===== src/rtl/disp_pkg.sv =====
// Shared types and constants for the seven-segment scan driver.
// Segment encodings are active-low {dp,g,f,e,d,c,b,a}.
package disp_pkg;

   typedef logic [7:0] seg_t;

   typedef enum logic {
      PH_VISIBLE = 1'b0,
      PH_HIDDEN  = 1'b1
   } phase_t;

   localparam logic [5:0] CODE_DASH = 6'b111111;
   localparam seg_t       SEG_OFF   = 8'hFF;
   localparam seg_t       SEG_DASH  = 8'hBF;

   // Indexed by code[4:1]; 6 doubles as G, letters A..F render P,b,c,S,E,U.
   localparam seg_t GLYPH_TBL [16] = '{
      8'hC0, 8'hF9, 8'hA4, 8'hB0, 8'h99, 8'h92, 8'h82, 8'hF8,
      8'h80, 8'h90, 8'h8C, 8'h83, 8'hA7, 8'h92, 8'h86, 8'hC1
   };

   function automatic logic [7:0] anode_sel(input logic [2:0] idx);
      return ~(8'h80 >> idx);
   endfunction

endpackage


===== src/rtl/seg7_glyph.sv =====
// Combinational decode of a 6-bit display code into active-low segments.
// Bit 5 forces a dash; bit 0 carries no glyph information.
module seg7_glyph
   import disp_pkg::*;
(
   input  logic [5:0] code,
   output seg_t       seg
);

   logic unused_bit0_s;

   assign unused_bit0_s = code[0];

   // glyph lookup
   always_comb begin
      seg = SEG_DASH;
      if (code[5]) begin
         seg = SEG_DASH;
      end else begin
         seg = GLYPH_TBL[code[4:1]];
      end
   end

endmodule


===== src/rtl/disp_scan_drv.sv =====
// Eight-digit common-anode scan driver with per-frame snapshot, per-slot
// deadtime and whole-bank blinking while a win flag is raised.
module disp_scan_drv
   import disp_pkg::*;
#(
   parameter int SCAN_DIV     = 100000,
   parameter int DEADTIME     = 4,
   parameter int BLINK_FRAMES = 64
) (
   input  logic       clock,
   input  logic       reset,
   input  logic [5:0] d1,
   input  logic [5:0] d2,
   input  logic [5:0] d3,
   input  logic [5:0] d4,
   input  logic [5:0] d5,
   input  logic [5:0] d6,
   input  logic [5:0] d7,
   input  logic [5:0] d8,
   input  logic       p1_win,
   input  logic       p2_win,
   output logic [7:0] an,
   output logic [7:0] seg
);

   localparam int PW = (SCAN_DIV > 1) ? $clog2(SCAN_DIV) : 1;
   localparam int FW = (BLINK_FRAMES > 1) ? $clog2(BLINK_FRAMES) : 1;
   localparam logic [PW-1:0] PRESC_LAST = PW'(SCAN_DIV - 1);
   localparam logic [PW-1:0] PRESC_DEAD = PW'(DEADTIME);
   localparam logic [FW-1:0] FRAME_LAST = FW'(BLINK_FRAMES - 1);

   logic [PW-1:0] presc_r;
   logic [2:0]    idx_r;
   logic [5:0]    snap_r [8];
   logic [5:0]    d_s    [8];
   phase_t        phase_r, phase_nxt_s;
   logic [FW-1:0] fcnt_r, fcnt_nxt_s;
   logic          tick_s, frame_tick_s, blink_req_s;
   seg_t          glyph_s;
   logic [7:0]    an_nxt_s, an_r;
   seg_t          seg_r;

   assign d_s          = '{d1, d2, d3, d4, d5, d6, d7, d8};
   assign tick_s       = (presc_r == PRESC_LAST);
   assign frame_tick_s = tick_s && (idx_r == 3'd7);
   assign blink_req_s  = p1_win | p2_win;

   // slot prescaler and digit index
   always_ff @(posedge clock or negedge reset) begin
      if (!reset) begin
         presc_r <= '0;
         idx_r   <= 3'd0;
      end else if (tick_s) begin
         presc_r <= '0;
         idx_r   <= idx_r + 3'd1;
      end else begin
         presc_r <= presc_r + PW'(1);
      end
   end

   // frame snapshot so a frame never mixes old and new text
   always_ff @(posedge clock or negedge reset) begin
      if (!reset) begin
         for (int i = 0; i < 8; i++) snap_r[i] <= CODE_DASH;
      end else if (frame_tick_s) begin
         for (int i = 0; i < 8; i++) snap_r[i] <= d_s[i];
      end
   end

   // blink next-state: dropping the request overrides a coincident frame wrap
   always_comb begin
      phase_nxt_s = phase_r;
      fcnt_nxt_s  = fcnt_r;
      if (!blink_req_s) begin
         phase_nxt_s = PH_VISIBLE;
         fcnt_nxt_s  = '0;
      end else if (frame_tick_s) begin
         if (fcnt_r == FRAME_LAST) begin
            fcnt_nxt_s = '0;
            case (phase_r)
               PH_VISIBLE: phase_nxt_s = PH_HIDDEN;
               PH_HIDDEN:  phase_nxt_s = PH_VISIBLE;
               default:    phase_nxt_s = PH_VISIBLE;
            endcase
         end else begin
            fcnt_nxt_s = fcnt_r + FW'(1);
         end
      end else begin
         fcnt_nxt_s = fcnt_r;
      end
   end

   // blink state register
   always_ff @(posedge clock or negedge reset) begin
      if (!reset) begin
         phase_r <= PH_VISIBLE;
         fcnt_r  <= '0;
      end else begin
         phase_r <= phase_nxt_s;
         fcnt_r  <= fcnt_nxt_s;
      end
   end

   seg7_glyph u_glyph (
      .code (snap_r[idx_r]),
      .seg  (glyph_s)
   );

   // anode select with deadtime and blink blanking
   always_comb begin
      an_nxt_s = SEG_OFF;
      if ((presc_r < PRESC_DEAD) || (phase_r == PH_HIDDEN)) begin
         an_nxt_s = SEG_OFF;
      end else begin
         an_nxt_s = anode_sel(idx_r);
      end
   end

   // registered outputs; seg changes while anodes are dark at slot start
   always_ff @(posedge clock or negedge reset) begin
      if (!reset) begin
         an_r  <= SEG_OFF;
         seg_r <= SEG_OFF;
      end else begin
         an_r  <= an_nxt_s;
         seg_r <= glyph_s;
      end
   end

   assign an  = an_r;
   assign seg = seg_r;

endmodule


===== config.mk =====
export PLATFORM = sky130hd
export DESIGN_NAME = disp_scan_drv
export DESIGN_NICKNAME = d
export VERILOG_FILES = /design/src/rtl/disp_pkg.sv /design/src/rtl/seg7_glyph.sv /design/src/rtl/disp_scan_drv.sv
export SDC_FILE = /design/constraint.sdc
export NUM_CORES = 1
export LEC_CHECK = 0
export ABC_CLOCK_PERIOD_IN_PS = 3360
export BUFFER_PORTS_ARGS = -buffer_cell sky130_fd_sc_hd__buf_4
export CAP_MARGIN = 20
export CORE_MARGIN = 2
export CORE_UTILIZATION = 55
export DETAILED_ROUTE_END_ITERATION = 10
export GPL_ROUTABILITY_DRIVEN = 0
export PLACE_DENSITY = 0.89
export SYNTH_ARGS = -nofsm -noshare
export SYNTH_HDL_FRONTEND = slang
export SYNTH_HIERARCHICAL = 1
export SYNTH_SLANG_ARGS = --single-unit

===== constraint.sdc =====
create_clock -name clock -period 3.36 [get_ports clock]
set_clock_uncertainty 0.15 [all_clocks]
set_input_delay 1.008 -clock clock [delete_from_list [all_inputs] [get_ports clock]]
set_output_delay 1.008 -clock clock [all_outputs]
set_load 0.02 [all_outputs]

==> flow_summary.yaml, run 1 <==
run_status:
  status: "finished clean"
power_and_ir_drop:
  fin_total_pwr_mw: 1.98
  seqPwrFrac_pct: 54.1
  p_sw_uw: 463
  p_int_mw: 1.52
  power_frac_comb_pct: 8.4
  peakVddDrop_mv: 0.249
  clockPowerShare_pct: 37.5
  p_per_area_mw_per_mm2: 400
  switching_share_pct: 23.3
  p_leak_nw: 2.25
floorplanning:
  core_sq_mm: 0.00761
  io_pins: 68
  chipWidth_um: 91.9
  rows: 32
  die_area_sq_mm: 0.00845
  start_util_pct: 55.9
  fp.dieH_um: 91.9
grt:
  top_usage_layer: "met2"
  grt_max_degree: 50
  antenna_found_initial: 0
  grt_use_met2_pct: 33.1
  grtUsageTotal_pct: 20.9
  grt_overflow: 0
  grtUsageMet1_pct: 28.4
  use_met3_pct: 4.35
  first_global_vias: 2731
  grt_pass1_wl_mm: 13.7
route:
  antenna_left: 0
  route.detailed.drc: 0
  routed_wl_mm: 8.20
  drt_iter0_markers: 167
  avgRoutedWirePerCell_um: 16.8
  viasPerCell: 5.61
  via_count: 2743
  dr.pass1.iters: 4
setup_path:
  crit_start: "idx_r[0]"
  worstPathArrival_ns: 2.95
  rrSetupSlack_ns: 0.55
  path_max_fanout: 9
  crit_path_end_kind: "flop"
  critPathLaunchType: "flop"
  reg2reg_from: "idx_r[0]"
  critical_path_class: "reg -> reg"
  reg2regPathDepth: 7
  timing.rr.end: "seg[1]"
  cp-endpoint: "seg[1]"
  crit_required_ns: 3.50
logic_synthesis:
  syn-cell-area_sq_mm: 0.00425
  syn_inst: 324
  avgSynthCellArea_sq_um: 13.1
  synth_nets: 391
  ys_warn_count: 6
clocking:
  clk_pin_slew_ns: 0.09
  cts.repair.resized: 0
  clock_latency_ns: 0.36
  cts-root-buf: "clkbuf_8"
  cts_buffer_depth: 2
  cts_buffers: 9
  cts_max_level: 3
  tritoncts: "done"
  hold_buffers: 0
  cts_setup_buffers: 0
  clock-sinks: 83
placement:
  placed_area_sq_mm: 0.00475
  dp_slack_ns: 0.553
  place_hpwl_mm: 5.89
  io_buffer_count: 59
sta:
  rsz0062_at_grt: "no"
  period_share_pct: 83.7
  slew_headroom_pct: 59.5
  setup_viol: 0
  slew_violations: 0
  fin_ws_ns: 0.548
  fin_crit_ns: 2.81
  fmax_mhz: 356
  worst_pin_slew_ns: 0.607
  hold_viol: 0
  tns_ns: 0
final_layout:
  area_growth_pct: 16.6
  layout_commonest_cell: "buf_4"
  nNetsFinal: 449
  drive_above_1_share_pct: 49.9
  final_area_sq_mm: 0.00496
  final_cell_mix: "buf_4, dfstp_2, mux2_4"
  final_util_pct: 65.2
  diodes: 0
flow_run:
  maxCapViolations: 0
min_path:
  hp-class: "reg -> reg"
power by group through the flow:
stage / Clock (mW) / Sequential (mW) / Combinational [mW]
final: 0.745 / 1.07 / 0.167
after global routing: 0.805 / 1.08 / 0.181
after CTS: 0.759 / 1.07 / 0.169
after detailed placement: 0 / 1.09 / 0.168
after global placement: 0 / 1.09 / 0.161
after floorplan: 0 / 1.09 / 0.0759
metrics by stage:
stage,hold WS [ns],instances
2_1_floorplan,0.305,324
3_3_place_gp,0.326,473
5_1_grt,0.378,489
3_5_place_dp,0.335,473
6_report,0.346,489
4_1_cts,0.346,489
worst min path at each step:
stage / cells past startpoint / startpoint / slack (ns) / to
4_1_cts: 1 / presc_r[0] / 0.35 / presc_r[0]
3_5_place_dp: 1 / presc_r[0] / 0.33 / presc_r[0]
2_1_floorplan: 1 / presc_r[0] / 0.31 / presc_r[0]
5_1_grt: 1 / presc_r[0] / 0.38 / presc_r[0]
6_report: 1 / presc_r[0] / 0.35 / presc_r[0]
3_3_place_gp: 1 / presc_r[0] / 0.33 / presc_r[0]
cell type report:
class                   instances  area [sq um]
fillers                       537          2650
flip-flops and latches         83          2150
multi-input cells             215          1950
repair buffers                 63           485
clock buffers                  10           138
well taps                     102           128
clock inverters                 6          70.1
inverters                      10          37.5
worst max-delay path: stages (launching register included):
cell and delay, ns:
dfrtp_1 0.70, mux4_2 0.60, nand2_1 0.09, nand2_1 0.16
inv_1 0.18, ha_1 0.27, or2_1 0.24, a311o_1 0.35
state kept, by name (all words and copies together), names as in the netlist:
signal   flops
snap_r      40
presc_r     17
an           8
seg          8
fcnt_r       6
idx_r        3
phase_r      1
per-layer routing:
metal / wire (um) / vias to the layer above
met3: 298 / 18
met1: 3610 / 1388
met5: 0 / -
li1: - / 1262
met4: 183 / 0
met2: 4110 / 75
No activity file was read; power rests on OpenSTA's default activity.
==> run 2, diff against run 1 <==
--- a/config.mk
+++ b/config.mk
@@ -5,7 +5,8 @@
 export SDC_FILE = /design/constraint.sdc
 export NUM_CORES = 1
 export LEC_CHECK = 0
-export ABC_CLOCK_PERIOD_IN_PS = 3360
+export ABC_AREA = 1
+export ABC_CLOCK_PERIOD_IN_PS = 2800
 export BUFFER_PORTS_ARGS = -buffer_cell sky130_fd_sc_hd__buf_4
 export CAP_MARGIN = 20
 export CORE_MARGIN = 2
==> constraint.sdc (replaced) <==
create_clock -name clock -period 2.8 [get_ports clock]
set_clock_uncertainty 0.15 [all_clocks]
set_input_delay 0.84 -clock clock [delete_from_list [all_inputs] [get_ports clock]]
set_output_delay 0.84 -clock clock [all_outputs]
set_load 0.02 [all_outputs]
==> flow_summary.yaml, run 2 <==
run_status:
  status: "finished clean"
final_layout:
  final_util_pct: 65.7
  diodes: 0
  nNetsFinal: 662
  final_cell_mix: "nand2_1, buf_4, nor2_1"
  drive_above_1_share_pct: 25.7
  layoutNonFillerInstCount: 702
  multi_input_area_sq_mm: 0.00184
  area_growth_pct: 17.1
  reg_top3: "snap_r: 40 flops, presc_r: 17 flops"
  ff_latch_area_sq_mm: 0.00215
  layout_commonest_cell: "nand2_1"
  largest_register_ffs: 40
  fillers: 586
  regMostFlops: "snap_r"
placement:
  place_hpwl_mm: 6.58
  dp.cells: 686
  io_buffer_count: 59
sta:
  fin_crit_ns: 2.50
  tns_ns: 0
  period_share_pct: 89.2
  hold_viol: 0
  worst_pin_slew_ns: 0.546
  setup_viol: 0
  slew_violations: 0
  rsz0062_at_grt: "no"
  slew_headroom_pct: 63.6
  fmax_mhz: 400
grt:
  grt_max_degree: 45
  antenna_found_initial: 0
  first_global_vias: 3582
  grt_pass1_wl_mm: 16.0
  grt_overflow: 0
  grtUsageTotal_pct: 23.2
setup_path:
  crit_required_ns: 2.94
  rrSetupSlack_ns: 0.30
  crit_path_end_kind: "flop"
  worstPathArrival_ns: 2.63
  reg2reg_from: "idx_r[0]"
  critPathLaunchType: "flop"
  timing.rr.end: "seg[3]"
  cp-endpoint: "seg[3]"
  critical_path_class: "reg -> reg"
  crit_start: "idx_r[0]"
  slowest_delay_ns: 0.49
  cp_cell_sequence: "buf_4 -> nor2_1 -> nor2_1 -> o21ai_0 -> a31oi_1 -> inv_1 -> ha_1 -> inv_1 -> nand2_2 -> nand2_1 -> nand2_1 -> nand3_1"
  path_max_fanout: 11
  cpMaxStageDelayCell: "dfrtp_1"
  reg2regPathDepth: 12
route:
  via_count: 3669
  dr.pass1.iters: 5
  routed_wl_mm: 9.39
  route.detailed.drc: 0
  drt_iter0_markers: 212
  viasPerCell: 5.23
  avgRoutedWirePerCell_um: 13.4
  antenna_left: 0
floorplanning:
  die_area_sq_mm: 0.00853
  io_pins: 68
  chipWidth_um: 92.4
  fp.dieH_um: 92.4
  core_sq_mm: 0.00765
  start_util_pct: 56.2
  rows: 32
power_and_ir_drop:
  clockPowerShare_pct: 40.8
  p_leak_nw: 2.56
  p_int_mw: 1.76
  p_sw_uw: 506
  p_per_area_mw_per_mm2: 450
  seqPwrFrac_pct: 54.2
  power_frac_comb_pct: 5.0
  peakVddDrop_mv: 0.216
  switching_share_pct: 22.3
flow_run:
  maxCapViolations: 0
logic_synthesis:
  syn-cell-area_sq_mm: 0.00429
  syn_inst: 535
  avgSynthCellArea_sq_um: 8.03
  synth_nets: 602
  ys_warn_count: 6
clocking:
  clk_pin_slew_ns: 0.09
  cts_buffers: 9
  cts-root-buf: "clkbuf_8"
  clock-sinks: 83
  cts_buffer_depth: 2
  cts.repair.resized: 0
  cts_setup_buffers: 0
  cts_max_level: 3
  clock_latency_ns: 0.36
  hold_buffers: 0
  tritoncts: "done"
min_path:
  hp-class: "in -> async"
## run 2: changes by cell type in the layout (fill, tap and decap cells not counted), sizes merged, moves of 10 or more
cell / previous run / this run
nand2: 38 / 209
nor2: 15 / 62
mux2: 41 / 0
inv: 12 / 42
nand3: 8 / 32
o21ai: 6 / 27
mux4: 10 / 0
xnor2: 11 / 1
## run 2: cell type report
class                      instances  area share (%)
tap                              102            2.54
timing repair buffer              70            10.7
multi-input combinational        387            36.5
sequential                        83            42.7
clock buffer                      13            3.36
inverter                          44            3.29
clock inverter                     3           0.896
## run 2: worst min-delay path by stage
stage                          start          to  cells past startpoint  slack, ns
after floorplan           presc_r[0]  presc_r[0]                      1       0.28
after global placement    presc_r[0]  presc_r[0]                      1       0.29
after detailed placement  presc_r[0]  presc_r[0]                      1       0.30
after CTS                 presc_r[0]  presc_r[0]                      1       0.31
after global routing      presc_r[0]  presc_r[0]                      1       0.33
final                          reset   fcnt_r[4]                      1       0.31
## run 2: layer usage
metal / global-route usage (%) / vias up / share of wire (%)
li1: - / 1777 / -
met1: 30.6 / 1720 / 43
met2: 38.1 / 146 / 49
met3: 3.66 / 26 / 6.5
met4: 10.1 / 0 / 2.2
met5: 0 / - / 0
## run 2: stage by stage
step           hold slack, ns  area [sq um]  total power [mW]  setup slack (ns)
3_3_place_gp            0.294          4810              1.36             0.472
2_1_floorplan           0.283          4290              1.27             0.466
5_1_grt                 0.326          5030              2.33            0.0859
3_5_place_dp            0.301          4810              1.36             0.356
4_1_cts                 0.311          5030              2.27             0.329
6_report                0.308          5030              2.26             0.302
## run 2: critical path, delay by kind of cell (launching register included)
family / cells / cell delay, ns
AO/OA/AOI/OAI: 2 / 0.54
buffers and inverters: 3 / 0.49
AND/OR/NAND/NOR: 6 / 0.40
adder cells (fa/ha/maj): 1 / 0.35
flip-flops: 1 / 0.49
## run 2: power groups by stage
stage	combinational (mW)	clock, mW	sequential [mW]
finish	0.114	0.923	1.23
global route	0.128	0.976	1.23
CTS	0.116	0.930	1.23
detailed placement	0.115	0	1.25
global placement	0.112	0	1.25
floorplan	0.0248	0	1.25
==> run 3, diff against run 2 <==
--- a/config.mk
+++ b/config.mk
@@ -9,11 +9,13 @@
 export ABC_CLOCK_PERIOD_IN_PS = 2800
 export BUFFER_PORTS_ARGS = -buffer_cell sky130_fd_sc_hd__buf_4
 export CAP_MARGIN = 20
+export CELL_PAD_IN_SITES_DETAIL_PLACEMENT = 0
+export CELL_PAD_IN_SITES_GLOBAL_PLACEMENT = 2
 export CORE_MARGIN = 2
-export CORE_UTILIZATION = 55
+export CORE_UTILIZATION = 34
 export DETAILED_ROUTE_END_ITERATION = 10
 export GPL_ROUTABILITY_DRIVEN = 0
-export PLACE_DENSITY = 0.89
+export PLACE_DENSITY = 0.92
 export SYNTH_ARGS = -nofsm -noshare
 export SYNTH_HDL_FRONTEND = slang
 export SYNTH_HIERARCHICAL = 1
==> flow_summary.yaml, run 3 (synthesis gave the netlist of run 2 again) <==
min_path:
  hp-class: "reg -> reg"
  hp-start: "presc_r[0]"
  hold_end: "presc_r[0]"
  holdPathStages: 1
clocking:
  cts_setup_buffers: 0
  hold_buffers: 0
  cts_buffers: 9
  cts_buffer_depth: 2
  cts.repair.resized: 0
  clock-sinks: 83
  clk_pin_slew_ns: 0.06
  clock_latency_ns: 0.34
  cts-root-buf: "clkbuf_16"
  cts_max_level: 3
  tritoncts: "done"
grt:
  grtUsageMet1_pct: 22.1
  grt_overflow: 0
  antenna_found_initial: 0
  use_met3_pct: 2.91
  grtUsageTotal_pct: 15.1
  grt_use_met2_pct: 22.3
  top_usage_layer: "met2"
  grt_pass1_wl_mm: 15.9
  first_global_vias: 3309
  grt_max_degree: 84
setup_path:
  slowest_delay_ns: 0.57
  rrSetupSlack_ns: 0.53
  worstPathArrival_ns: 2.41
  path_max_fanout: 13
  crit_required_ns: 2.93
  cpMaxStageDelayCell: "dfrtp_1"
  reg2reg_from: "idx_r[1]"
  timing.rr.end: "seg[0]"
  reg2regPathDepth: 11
  critPathLaunchType: "flop"
  crit_top_cell: "inv_1"
  crit_path_end_kind: "flop"
  critical_path_class: "reg -> reg"
  cp_cell_sequence: "inv_1 -> nor2_1 -> o21ai_0 -> a31oi_1 -> inv_1 -> ha_1 -> inv_1 -> nand2_2 -> nand2_1 -> nand2_1 -> nand3_2"
final_layout:
  regMostFlops: "snap_r"
  largest_register_ffs: 40
  reg_top3: "snap_r: 40 flops, presc_r: 17 flops"
  final_cell_mix: "nand2_1, buf_4, nor2_1"
  multi_input_area_sq_mm: 0.00184
  area_growth_pct: 21.7
  fillers: 1291
  diodes: 0
  nNetsFinal: 662
  drive_above_1_share_pct: 25.7
  layout_commonest_cell: "nand2_1"
  ff_latch_area_sq_mm: 0.00215
floorplanning:
  io_pins: 68
  fp.dieH_um: 116
  chipWidth_um: 116
  core_sq_mm: 0.0125
  start_util_pct: 34.4
  die_area_sq_mm: 0.0135
  rows: 41
flow_run:
  maxCapViolations: 0
sta:
  slew_violations: 0
  worst_pin_slew_ns: 0.532
  rsz0062_at_grt: "no"
  period_share_pct: 81.2
  fmax_mhz: 440
  fin_ws_ns: 0.527
  hold_viol: 0
  fin_crit_ns: 2.27
  setup_viol: 0
  slew_headroom_pct: 64.5
  tns_ns: 0
route:
  avgRoutedWirePerCell_um: 12.3
  via_count: 3481
  viasPerCell: 4.51
  dr.pass1.iters: 5
  antenna_left: 0
  drt_iter0_markers: 185
  route.detailed.drc: 0
  routed_wl_mm: 9.46
run_status:
  status: "finished clean"
power_and_ir_drop:
  switching_share_pct: 21.3
  clockPowerShare_pct: 48.5
  p_leak_nw: 2.62
  p_sw_uw: 554
  p_per_area_mw_per_mm2: 498
  power_frac_comb_pct: 4.3
  p_int_mw: 2.05
  peakVddDrop_mv: 0.255
  seqPwrFrac_pct: 47.1
placement:
  place_hpwl_mm: 6.74
  dp_slack_ns: 0.539
  io_buffer_count: 59
[run 3: cell types whose count changed in the layout (fill, tap and decap cells not counted)]
cell        before  now
clkbuf_16        0   10
clkbuf_8        12    1
clkinv_4         0    3
clkinvlp_4       2    0
[run 3: cell type report]
type                       instances  area share [%]
clock inverter                     4            1.08
sequential                        83            41.1
inverter                          44            3.16
timing repair buffer              70            10.3
clock buffer                      12            5.12
multi-input combinational        387            35.1
tap                              172            4.12
[run 3: worst max path at each step]
stage / slack (ns) / endpoint / cells past startpoint / start
2_1_floorplan: 0.47 / seg[0] / 12 / idx_r[0]
3_3_place_gp: 0.56 / seg[0] / 11 / idx_r[1]
3_5_place_dp: 0.54 / seg[0] / 11 / idx_r[1]
4_1_cts: 0.51 / seg[0] / 11 / idx_r[1]
5_1_grt: 0.30 / seg[3] / 11 / idx_r[1]
6_report: 0.53 / seg[0] / 11 / idx_r[1]
[run 3: stage by stage]
step	power (mW)	area [sq um]	hold slack (ns)	util, %	cells
CTS	2.64	5230	0.316	41.9	772
global route	2.70	5230	0.335	41.9	772
floorplan	1.27	4290	0.283	-	535
detailed placement	1.36	4900	0.306	39.3	756
finish	2.60	5230	0.307	41.9	772
global placement	1.36	4900	0.296	39.3	756
[run 3: worst max-delay path, delay by kind of cell, from the launching register on]
family / cells / cell delay [ns]
fa+ha+maj: 1 / 0.33
buf+inv: 3 / 0.40
simple gates: 5 / 0.36
flops: 1 / 0.57
compound gates: 2 / 0.41
[run 3: power by group through the flow]
stage | Combinational [mW] | Clock, mW | Sequential, mW
final | 0.113 | 1.26 | 1.23
after global routing | 0.127 | 1.35 | 1.23
after CTS | 0.116 | 1.30 | 1.23
after detailed placement | 0.116 | 0 | 1.25
after global placement | 0.114 | 0 | 1.24
after floorplan | 0.0248 | 0 | 1.25
[run 3: layer usage]
metal  part of all wire, %  vias up
met1                    50     1618
met3                   4.0       11
li1                      -     1791
met4                   1.4        0
met2                    44       61
met5                     0        -
